[src/rtl/stage2.sv]
// stage2: SDF FFT twiddle stage, upper branch delayed, lower branch x W_N^k.
// Define STAGE2_SAT_EN to clamp dout2 and report ovf; otherwise results wrap.
module stage2 #(
  parameter int SIGN_BIT = 1,
  parameter int INT_BIT  = 3,
  parameter int FR_BIT   = 6,
  parameter int N        = 16,
  parameter int TW_FR    = 7,
  localparam int DW      = SIGN_BIT + INT_BIT + FR_BIT
) (
  input  logic                 clk,
  input  logic                 rstn,
  input  logic                 start,
  input  logic                 din_vld,
  input  logic signed [DW-1:0] din1_re,
  input  logic signed [DW-1:0] din1_im,
  input  logic signed [DW-1:0] din2_re,
  input  logic signed [DW-1:0] din2_im,
  output logic signed [DW-1:0] dout1_re,
  output logic signed [DW-1:0] dout1_im,
  output logic signed [DW-1:0] dout2_re,
  output logic signed [DW-1:0] dout2_im,
  output logic                 dout_vld,
  output logic                 stop,
  output logic                 ovf
);

  localparam int TW_W = TW_FR + 2;
  localparam int P    = N / 2;
  localparam int KW   = $clog2(P);
  localparam int PW   = DW + TW_W;
  localparam int SW   = PW + 1;

  localparam logic signed [SW-1:0] RND =
    SW'(2 ** (TW_FR - 1));
  localparam logic signed [SW-1:0] MAXV =
    SW'(2 ** (DW - 1) - 1);
  localparam logic signed [SW-1:0] MINV =
    SW'(-(2 ** (DW - 1)));

  function automatic logic signed [TW_W-1:0] tw(
    input int kk,
    input bit sn
  );
    real ang;
    real v;
    ang = 6.283185307179586 * real'(kk) / real'(N);
    v   = sn ? $sin(ang) : $cos(ang);
    v   = v * real'(2 ** TW_FR);
    return TW_W'($rtoi($floor(v + 0.5)));
  endfunction

  logic signed [TW_W-1:0] w_rom_c [P];
  logic signed [TW_W-1:0] w_rom_s [P];

  for (genvar g = 0; g < P; g++) begin : g_rom
    assign w_rom_c[g] = tw(g, 1'b0);
    assign w_rom_s[g] = tw(g, 1'b1);
  end

  logic [KW-1:0] r_k;
  logic [KW-1:0] w_k;
  logic          w_last;

  assign w_k    = start ? '0 : r_k;
  assign w_last = (w_k == KW'(P - 1));

  always_ff @(posedge clk or negedge rstn) begin
    if (!rstn) begin
      r_k <= '0;
    end else if (din_vld) begin
      r_k <= w_k + KW'(1);
    end else if (start) begin
      r_k <= '0;
    end
  end

  logic                   r1_vld;
  logic                   r1_last;
  logic signed [DW-1:0]   r1_d1re;
  logic signed [DW-1:0]   r1_d1im;
  logic signed [DW-1:0]   r1_a;
  logic signed [DW-1:0]   r1_b;
  logic signed [TW_W-1:0] r1_c;
  logic signed [TW_W-1:0] r1_s;

  always_ff @(posedge clk or negedge rstn) begin
    if (!rstn) begin
      r1_vld  <= 1'b0;
      r1_last <= 1'b0;
      r1_d1re <= '0;
      r1_d1im <= '0;
      r1_a    <= '0;
      r1_b    <= '0;
      r1_c    <= '0;
      r1_s    <= '0;
    end else begin
      r1_vld <= din_vld;
      if (din_vld) begin
        r1_last <= w_last;
        r1_d1re <= din1_re;
        r1_d1im <= din1_im;
        r1_a    <= din2_re;
        r1_b    <= din2_im;
        r1_c    <= w_rom_c[w_k];
        r1_s    <= w_rom_s[w_k];
      end
    end
  end

  logic                 r2_vld;
  logic                 r2_last;
  logic signed [DW-1:0] r2_d1re;
  logic signed [DW-1:0] r2_d1im;
  logic signed [PW-1:0] r2_ac;
  logic signed [PW-1:0] r2_bs;
  logic signed [PW-1:0] r2_bc;
  logic signed [PW-1:0] r2_as;

  always_ff @(posedge clk or negedge rstn) begin
    if (!rstn) begin
      r2_vld  <= 1'b0;
      r2_last <= 1'b0;
      r2_d1re <= '0;
      r2_d1im <= '0;
      r2_ac   <= '0;
      r2_bs   <= '0;
      r2_bc   <= '0;
      r2_as   <= '0;
    end else begin
      r2_vld <= r1_vld;
      if (r1_vld) begin
        r2_last <= r1_last;
        r2_d1re <= r1_d1re;
        r2_d1im <= r1_d1im;
        r2_ac   <= PW'(r1_a) * PW'(r1_c);
        r2_bs   <= PW'(r1_b) * PW'(r1_s);
        r2_bc   <= PW'(r1_b) * PW'(r1_c);
        r2_as   <= PW'(r1_a) * PW'(r1_s);
      end
    end
  end

  logic signed [SW-1:0] w_re;
  logic signed [SW-1:0] w_im;
  logic signed [SW-1:0] w_re_sh;
  logic signed [SW-1:0] w_im_sh;
  logic signed [DW-1:0] w_re_o;
  logic signed [DW-1:0] w_im_o;
  logic                 w_ovf;

  assign w_re    = SW'(r2_ac) + SW'(r2_bs);
  assign w_im    = SW'(r2_bc) - SW'(r2_as);
  assign w_re_sh = (w_re + RND) >>> TW_FR;
  assign w_im_sh = (w_im + RND) >>> TW_FR;

  always_comb begin
    w_re_o = DW'(w_re_sh);
    w_im_o = DW'(w_im_sh);
    w_ovf  = 1'b0;
`ifdef STAGE2_SAT_EN
    if (w_re_sh > MAXV) begin
      w_re_o = DW'(MAXV);
      w_ovf  = 1'b1;
    end else if (w_re_sh < MINV) begin
      w_re_o = DW'(MINV);
      w_ovf  = 1'b1;
    end
    if (w_im_sh > MAXV) begin
      w_im_o = DW'(MAXV);
      w_ovf  = 1'b1;
    end else if (w_im_sh < MINV) begin
      w_im_o = DW'(MINV);
      w_ovf  = 1'b1;
    end
`else
    w_ovf = 1'b0;
`endif
  end

  logic                 r_vld;
  logic                 r_stop;
  logic                 r_ovf;
  logic signed [DW-1:0] r_d1re;
  logic signed [DW-1:0] r_d1im;
  logic signed [DW-1:0] r_d2re;
  logic signed [DW-1:0] r_d2im;

  always_ff @(posedge clk or negedge rstn) begin
    if (!rstn) begin
      r_vld  <= 1'b0;
      r_stop <= 1'b0;
      r_ovf  <= 1'b0;
      r_d1re <= '0;
      r_d1im <= '0;
      r_d2re <= '0;
      r_d2im <= '0;
    end else begin
      r_vld  <= r2_vld;
      r_stop <= r2_vld & r2_last;
      r_ovf  <= r2_vld & w_ovf;
      if (r2_vld) begin
        r_d1re <= r2_d1re;
        r_d1im <= r2_d1im;
        r_d2re <= w_re_o;
        r_d2im <= w_im_o;
      end
    end
  end

  assign dout1_re = r_d1re;
  assign dout1_im = r_d1im;
  assign dout2_re = r_d2re;
  assign dout2_im = r_d2im;
  assign dout_vld = r_vld;
  assign stop     = r_stop;
  assign ovf      = r_ovf;

endmodule

[config.mk]
export PLATFORM = sky130hd
export DESIGN_NAME = stage2
export DESIGN_NICKNAME = d
export VERILOG_FILES = /design/src/rtl/stage2.sv
export SDC_FILE = /design/constraint.sdc
export NUM_CORES = 1
export LEC_CHECK = 0
export ABC_AREA = 1
export BUFFER_PORTS_ARGS = -buffer_cell sky130_fd_sc_hd__buf_2
export CAP_MARGIN = 5
export CORE_MARGIN = 2
export CORE_UTILIZATION = 40
export DETAILED_ROUTE_END_ITERATION = 6
export GPL_ROUTABILITY_DRIVEN = 0
export PLACE_DENSITY_LB_ADDON = 0.2
export SLEW_MARGIN = 10
export SYNTH_ARGS = -nofsm -noshare
export SYNTH_HDL_FRONTEND = slang
export SYNTH_SLANG_ARGS = --single-unit
[constraint.sdc]
create_clock -name clk -period 11 [get_ports clk]
set_clock_uncertainty 0.05 [all_clocks]
set_input_delay 2.75 -clock clk [delete_from_list [all_inputs] [get_ports clk]]
set_output_delay 2.75 -clock clk [all_outputs]
set_load 0.02 [all_outputs]
* After elaboration in Yosys (flattened, before gate mapping)
Memories as Yosys holds them, arrays and structs flattened. A register that Yosys moved wholly into a read port is not among the register bits.
Cells that the tools add are included.
** Storage, ports and cells
- Output and inout port bits :: 43
- Bits in writable memories :: 0
- Input port bits :: 44
- Bits in read-only memories :: 144
- Latch bits :: 0
- Register bits :: 177
- Memories kept :: 2
- Word-level logic and storage cells :: 39
** Memories
- (name not given) :: words 8, width 9, rd ports 1, clocked after memory_dff 1, write ports 0, line 106 : r1_s <= w_rom_s[w_k];
- (name not given) :: words 8, width 9, rd ports 1, clocked after memory_dff 1, write ports 0, line 105 : r1_c <= w_rom_c[w_k];
** Operators by class
- $mul :: 4
- Muxes and demuxes :: 2
- Reductions and logical operators :: 2
- Shift-type cells :: 0
- Equal/unequal tests :: 1
- Bitwise gates (word level) :: 2
- Add/subtract/negate cells :: 5
- Order comparisons :: 0
- Div/mod/pow operators :: 0
** Operators with widths (number)
- multiplier 10 x 9 -> 17 bit :: 4
- adder 17 x 8 -> 17 bit, second input constant :: 2
- adder 17 bit :: 1
- subtractor 17 bit :: 1
- 2-to-1 mux 3 bit :: 2
- inverter 3 -> 4 bit :: 1
- adder 3 x 1 -> 3 bit, second input constant :: 1
- equality test 3 bit, second input constant :: 1
- logical NOT 1 bit :: 2
- bitwise AND 1 bit :: 1

* Logic depth before layout (Yosys ltp)
Gate-level depths: netlist of the first run.
- Depth after elaboration :: 3
- Gate-level depth with buffers :: 26

* Worst setup path before layout of the first run
Ideal clock, no wire load.
- Path kind :: register -> register
- From :: register r1_a[6]
- To :: register r2_ac[12]
- Arrival time :: 4.498 ns
- Required time :: 10.833 ns
- Period minus slack after synthesis :: 4.665 ns
- Setup slack :: 6.335 ns
- Stages on the path, launching flop included :: 22
- Library setup time :: 0.117 ns
- Cells stage by stage :: dfrtp_1 -> clkbuf_1 -> clkbuf_1 -> nand2_1 -> fa_1 -> inv_1 -> fa_1 -> inv_1 -> fa_1 -> inv_1 -> fa_1 -> fa_1 -> ha_1 -> nand2_1 -> inv_1 -> nand2_1 -> nand2_1 -> a21oi_2 -> o21ai_1 -> or2_1 -> nand3_1 -> nand2_1
** On the way
- Cells in the longest elaborated chain, start to end :: 1
** RTL lines
- start: declaration :: line 82 : logic signed [DW-1:0] r1_a;
- start signal: assignment :: line 103 : r1_a <= din2_re;
- multiplier 10 x 9 -> 17 bit :: line 136 : r2_ac <= PW'(r1_a) * PW'(r1_c);
- end signal: assignment :: line 136
- end: declaration :: line 115 : logic signed [PW-1:0] r2_ac;
No other way between the ends.
A chain may end at the register's enable or synchronous reset.

* Worst setup path after layout of the first run
- From :: register r1_c[0]
- To :: register r2_ac[16]
** On the way
- Cells in the longest elaborated chain, start to end :: 1
** RTL lines
- start: declaration :: line 84 : logic signed [TW_W-1:0] r1_c;
- multiplier 10 x 9 -> 17 bit :: line 136
No other way between the ends.

==> metrics.txt, run 1 <==
status finished, final reports clean; design internal power 2.32 mW; CTS tree yes; total congestion overflow 0; Hold Crit Start r1_d1im[0]$_DFFE_PN0P_; compound-cell area share of the yosys netlist 0.0629; fraction of layout cells with a size suffix above 1 0.0540; Mean Syn Cell Area 7.79 um^2; Post-route DRC 0; R2R setup slack 5.67 ns; Clock Power Share 0.143; Post-synth ARST share 1.00; CP endpoint kind flop; storage element area 4810 um^2; xor/xnor share of the synthesized area 0.0135; CP max-delay cell dfrtp_1; FF-to-FF Start r1_c[0]$_DFFE_PN0P_; io pins 87; die width 235 um; Synth Area in Simple Gates 0.201; CP bufs+invs 3; Synth Register Bits 192; crit path launch type flop; H-tree Lvls 4; Slew Limit Fails 0; CP Max Fanout 22; R2R cell count 17; fill count 5362; DRT iter0 DRCs 1102; Fin Hold WS 0.423 ns; CTS max path bufs 2; final hold vios 0; synthesized cell area 21300 um^2; Multi-input gate area 13600 um^2; Net Sw Power 2.42 mW; Critical R2R Capture r2_ac[16]$_DFFE_PN0P_; largest net degree at the start of global routing 72; Worst-Margin Slew 1.04 ns; chip height 235 um; RSZ-0062 raised after global routing false; Setup TNS 0 ns; Flop pwr share 0.229; Hold Crit Class flop to flop; mux cell area share after synthesis 0; first-pass GRT wire length 90.2 mm; Warnings, synthesis 0; CP delay by family, top adder cells; worst skew pair latency 0.50 ns; Leak 13.5 nW; hold depth 2; Post-Place Cells 3414; Slew headroom 0.304; kind of critical path flop to flop; post-layout min period 5.33 ns; Pwr Density 207 nW/um^2; largest family of logic cells by synthesized area adder cells; Vias 16.8k; synth-to-layout area growth 7.41%; adder-cell share of the synthesized area 0.364; combinational group share of total power 0.628; core area 52600 um^2; maximum clock frequency 188 MHz; Synth Instances 2732; port buffer count 85; antenna violations before repair 0; DIE AREA 55100 um^2; post-layout power 4.74 mW; register area share after synthesis 0.226; Worst Path Arrival 5.67 ns; clock-pin slew on the worst setup and hold paths 0.09 ns; WL per Instance 15.5 um; Num CTS Buffers 17; number of inserted diodes 0; Hold Buf Count CTS 0; post-CTS setup buffer count 0; Via density 4.87; crit-path max cell delay 0.86 ns; final setup fails 0; final worst-path cycle share 0.484; Syn Nets 3238; Initial Util 0.405; Unique masters post-synth 47; Worst Setup SP r1_c[0]$_DFFE_PN0P_; vias in the first global route 17.7k; GRT Total Usage 0.205; Hold Path End r1_d1im[0]$_DFFE_PN0P_; Layout Cells excl Fill 3446; row count 84; WL final 53.5 mm; max cap viols 0; Final nets 3251; Main synth FF type dfrtp_1; WP data required 11.34 ns; critical path cell sequence nand2_1, fa_1, inv_1, fa_1, inv_1, fa_1, inv_1, fa_1, ha_1, ha_1, a21oi_1, o21ai_0, nand2_1, and3_1, nand2_1, nand3_1, nand2_1; Peak VDD IR 0.000114 V; clock sinks 192; detailed placement HPWL 42.5 mm; Post-synth EDFFs 0; post-cts resize count 0; Post-DRT Antenna Nets 0; switching share of power 0.510; 1st-pass router iterations 5; root buffer cell clkbuf_16
==> worst reg2reg max path, cell delays in order (launching register included) <==
cell and delay [ns]:
dfrtp_1 0.86, nand2_1 0.49, fa_1 0.69, inv_1 0.13
fa_1 0.52, inv_1 0.06, fa_1 0.53, inv_1 0.05
fa_1 0.43, ha_1 0.29, ha_1 0.33, a21oi_1 0.25
o21ai_0 0.14, nand2_1 0.09, and3_1 0.14, nand2_1 0.05
nand3_1 0.06, nand2_1 0.06
==> power groups by stage <==
| stage | sequential [mW] | clock [mW] | combinational (mW) |
|---|---|---|---|
| after global placement | 1.09 | 0 | 2.91 |
| after CTS | 1.09 | 0.704 | 2.98 |
| final | 1.09 | 0.679 | 2.97 |
| after detailed placement | 1.10 | 0 | 2.95 |
| after floorplan | 1.04 | 0 | 2.21 |
| after global routing | 1.11 | 0.728 | 3.45 |
==> cell usage after synthesis, types with 5 or more instances <==
| cell type | number | area [um^2] |
|---|---|---|
| a21oi_1 | 61 | 305 |
| a31oi_1 | 24 | 150 |
| buf_2 | 8 | 40.0 |
| clkbuf_1 | 81 | 304 |
| dfrtp_1 | 192 | 4800 |
| fa_1 | 262 | 5250 |
| ha_1 | 200 | 2500 |
| inv_1 | 635 | 2380 |
| nand2_1 | 820 | 3080 |
| nand3_1 | 103 | 515 |
| nand3b_1 | 13 | 97.6 |
| nand4_1 | 13 | 81.3 |
| nor2_1 | 84 | 315 |
| nor3_1 | 5 | 25.0 |
| o21ai_0 | 114 | 571 |
| o21ai_1 | 7 | 35.0 |
| o21bai_1 | 11 | 82.6 |
| or2_1 | 9 | 56.3 |
| xnor2_1 | 19 | 166 |
| xor2_1 | 12 | 105 |
==> final cells by class <==
cell class                      instances  area share
Timing Repair Buffer                   95      0.0223
Multi-Input combinational cell       1798       0.597
Tap cell                              688      0.0376
Clock inverter                         14     0.00875
Inverter                              641       0.105
Clock buffer                           18      0.0192
Sequential cell                       192       0.210
==> metrics by stage <==
stage | worst slack, ns | cell area [um^2] | utilization
2_1_floorplan | 6.33 | 21300 | -
3_3_place_gp | 5.81 | 22200 | 0.423
3_5_place_dp | 5.73 | 22200 | 0.423
4_1_cts | 5.69 | 22900 | 0.435
5_1_grt | 5.39 | 22900 | 0.435
6_report | 5.67 | 22900 | 0.435
==> routing by layer <==
layer | share of wire | track usage
met3 | 0.056 | 0.0392
met4 | 0.024 | 0.0662
met2 | 0.45 | 0.325
met1 | 0.47 | 0.283
met5 | 0 | 0
==> layout by cell type, fill, tap and decap left out, types with 5 or more instances in the layout <==
master	instances
nand4_1	13
xor2_1	12
nor2_1	84
dfrtp_1	191
clkinv_8	7
nand3_1	103
o21ai_1	7
a31oi_1	24
ha_1	200
inv_1	634
buf_4	10
o21bai_1	11
buf_2	84
or2_1	9
nand2_1	820
a21oi_1	61
xnor2_1	19
fa_1	262
o21ai_0	114
clkbuf_16	17
nor3_1	5
nand3b_1	13
==> state kept, by name (all words and copies together) (netlist names), 17 cells and up <==
name	cells
r2_as	17
r2_bc	17
r2_ac	17
r2_bs	17
==> cell families after synthesis <==
logic type / count (synthesis)
AOI/OAI and AO/OA: 241
xor gates and xnor gates: 32
adders and majority gates: 462
buffers and inverters: 742
DFF: 192
other: 1
and+or+nand+nor: 1062
==> worst max path at each step <==
stage                                  endpoint  slack, ns  cells past startpoint
after floorplan           r2_ac[12]$_DFFE_PN0P_       6.33                     21
after global placement    r2_ac[16]$_DFFE_PN0P_       5.81                     17
after detailed placement  r2_ac[16]$_DFFE_PN0P_       5.73                     17
after CTS                 r2_ac[16]$_DFFE_PN0P_       5.69                     17
after global routing      r2_bc[16]$_DFFE_PN0P_       5.39                     18
final                     r2_ac[16]$_DFFE_PN0P_       5.67                     17
Power figures use the tool's default switching activity.
==> run 2, diff against run 1 <==
==> constraint.sdc (replaced) <==
create_clock -name clk -period 5.1 [get_ports clk]
set_clock_uncertainty 0.05 [all_clocks]
set_input_delay 1.275 -clock clk [delete_from_list [all_inputs] [get_ports clk]]
set_output_delay 1.275 -clock clk [all_outputs]
set_load 0.02 [all_outputs]
==> metrics.txt, run 2 (synthesis gave the netlist of run 1 again) <==
Final nets 3293; max cap viols 0; Peak VDD IR 0.000280 V; crit path launch type flop; DRT iter0 DRCs 1159; most frequent cells in the layout nand2_1 (820), inv_1 (634), fa_1 (262), ha_1 (200), dfrtp_1 (188); synth-to-layout area growth 8.92%; core area 52600 um^2; root buffer cell clkbuf_16; row count 84; Worst Setup SP r1_s[4]$_DFFE_PN0P_; Pwr Density 443 nW/um^2; Worst-Margin Slew 1.06 ns; Initial Util 0.405; GRT Total Usage 0.207; pre-CTS setup slack 0.187 ns; WP data required 5.42 ns; clock-pin slew on the worst setup and hold paths 0.09 ns; Worst Path Arrival 5.14 ns; Leak 13.7 nW; WL per Instance 15.6 um; Vias 17.3k; detailed placement HPWL 43.9 mm; chip height 235 um; Critical R2R Capture r2_as[15]$_DFFE_PN0P_; CTS max path bufs 2; final hold vios 0; most common cell after layout, fill and taps aside nand2_1; CP endpoint kind flop; Hold Crit Class flop to flop; H-tree Lvls 4; Slew headroom 0.294; vias in the first global route 17.9k; clock sinks 192; Num CTS Buffers 17; port buffer count 85; 1st-pass router iterations 6; largest net degree at the start of global routing 99; Hold Buf Count CTS 0; final worst-path cycle share 0.946; antenna violations before repair 0; Post-DRT Antenna Nets 0; WL final 54.5 mm; fraction of layout cells with a size suffix above 1 0.0693; post-layout min period 4.83 ns; die width 235 um; Setup TNS 0 ns; total congestion overflow 0; Post-route DRC 0; FF-to-FF Start r1_s[4]$_DFFE_PN0P_; DIE AREA 55100 um^2; Via density 4.97; RSZ-0062 raised after global routing false; number of inserted diodes 0; R2R setup slack 0.27 ns; post-CTS setup buffer count 0; kind of critical path flop to flop; R2R cell count 16; final setup fails 0; fill count 5397; CP Max Fanout 21; CTS tree yes; io pins 87; first-pass GRT wire length 91.4 mm; worst setup path end r2_as[15]$_DFFE_PN0P_; final setup margin 0.273 ns; worst skew pair latency 0.50 ns; status finished, final reports clean; maximum clock frequency 207 MHz; Slew Limit Fails 0
[run 2: layout make-up]
type,instances,area [um^2],area share
Clock buffer,17,425,0.0183
Clock inverter,15,204,0.00879
Inverter,641,2410,0.104
Multi-Input combinational cell,1798,13600,0.588
Sequential cell,192,4810,0.207
Tap cell,688,861,0.0371
Timing Repair Buffer,137,837,0.0361
[run 2: stage by stage]
step                      total power, mW   util  cells  hold WS (ns)  instance area (um^2)
after global placement               8.66  0.429   3456         0.405                 22600
final                                10.3  0.441   3488         0.428                 23200
after CTS                            10.3  0.441   3488         0.432                 23200
after detailed placement             8.75  0.429   3456         0.413                 22600
after global routing                 11.4  0.441   3488         0.452                 23200
after floorplan                      7.01      -   2732         0.319                 21300
[run 2: worst min-delay path by stage]
stage / slack, ns / cells past startpoint / startpoint / end
after global placement: 0.40 / 2 / r1_d1im[2]$_DFFE_PN0P_ / r1_d1im[2]$_DFFE_PN0P_
after floorplan: 0.32 / 0 / r1_vld$_DFF_PN0_ / r2_vld$_DFF_PN0_
final: 0.43 / 2 / r1_d1im[2]$_DFFE_PN0P_ / r1_d1im[2]$_DFFE_PN0P_
after global routing: 0.45 / 2 / r1_d1im[2]$_DFFE_PN0P_ / r1_d1im[2]$_DFFE_PN0P_
after CTS: 0.43 / 2 / r1_d1re[9]$_DFFE_PN0P_ / r1_d1re[9]$_DFFE_PN0P_
after detailed placement: 0.41 / 2 / r1_d1im[2]$_DFFE_PN0P_ / r1_d1im[2]$_DFFE_PN0P_
[run 2: per-layer routing]
metal,global-route usage,vias to the layer above,wire length (um)
met3,0.0438,69,3330
met4,0.0606,0,1330
met1,0.282,8536,24900
met2,0.334,454,24900
met5,0,-,0
li1,-,8272,-
[run 2: power by group]
part	internal (mW)	leakage (nW)	switching [mW]	total (mW)
logic	2.44	11.1	4.07	6.51
registers	1.92	2.38	0.372	2.29
clock network	0.687	0.306	0.792	1.48
[run 2: repair_timing]
action,4_1_cts,5_1_grt
setup endpoints to repair,0,4
endpoints found under the hold margin,0,0
gates resized for setup,0,3
[run 2: worst max-delay path, stage by stage (launching register included)]
cell,delay [ns]
dfrtp_1,1.04
nand2_1,0.12
inv_1,0.17
fa_1,0.54
fa_1,0.53
inv_1,0.05
fa_1,0.45
fa_1,0.48
inv_1,0.04
ha_1,0.34
inv_1,0.10
nor3_1,0.27
nand3_1,0.18
nand3_1,0.12
nand2_1,0.05
nand3_1,0.07
o21ai_0,0.09
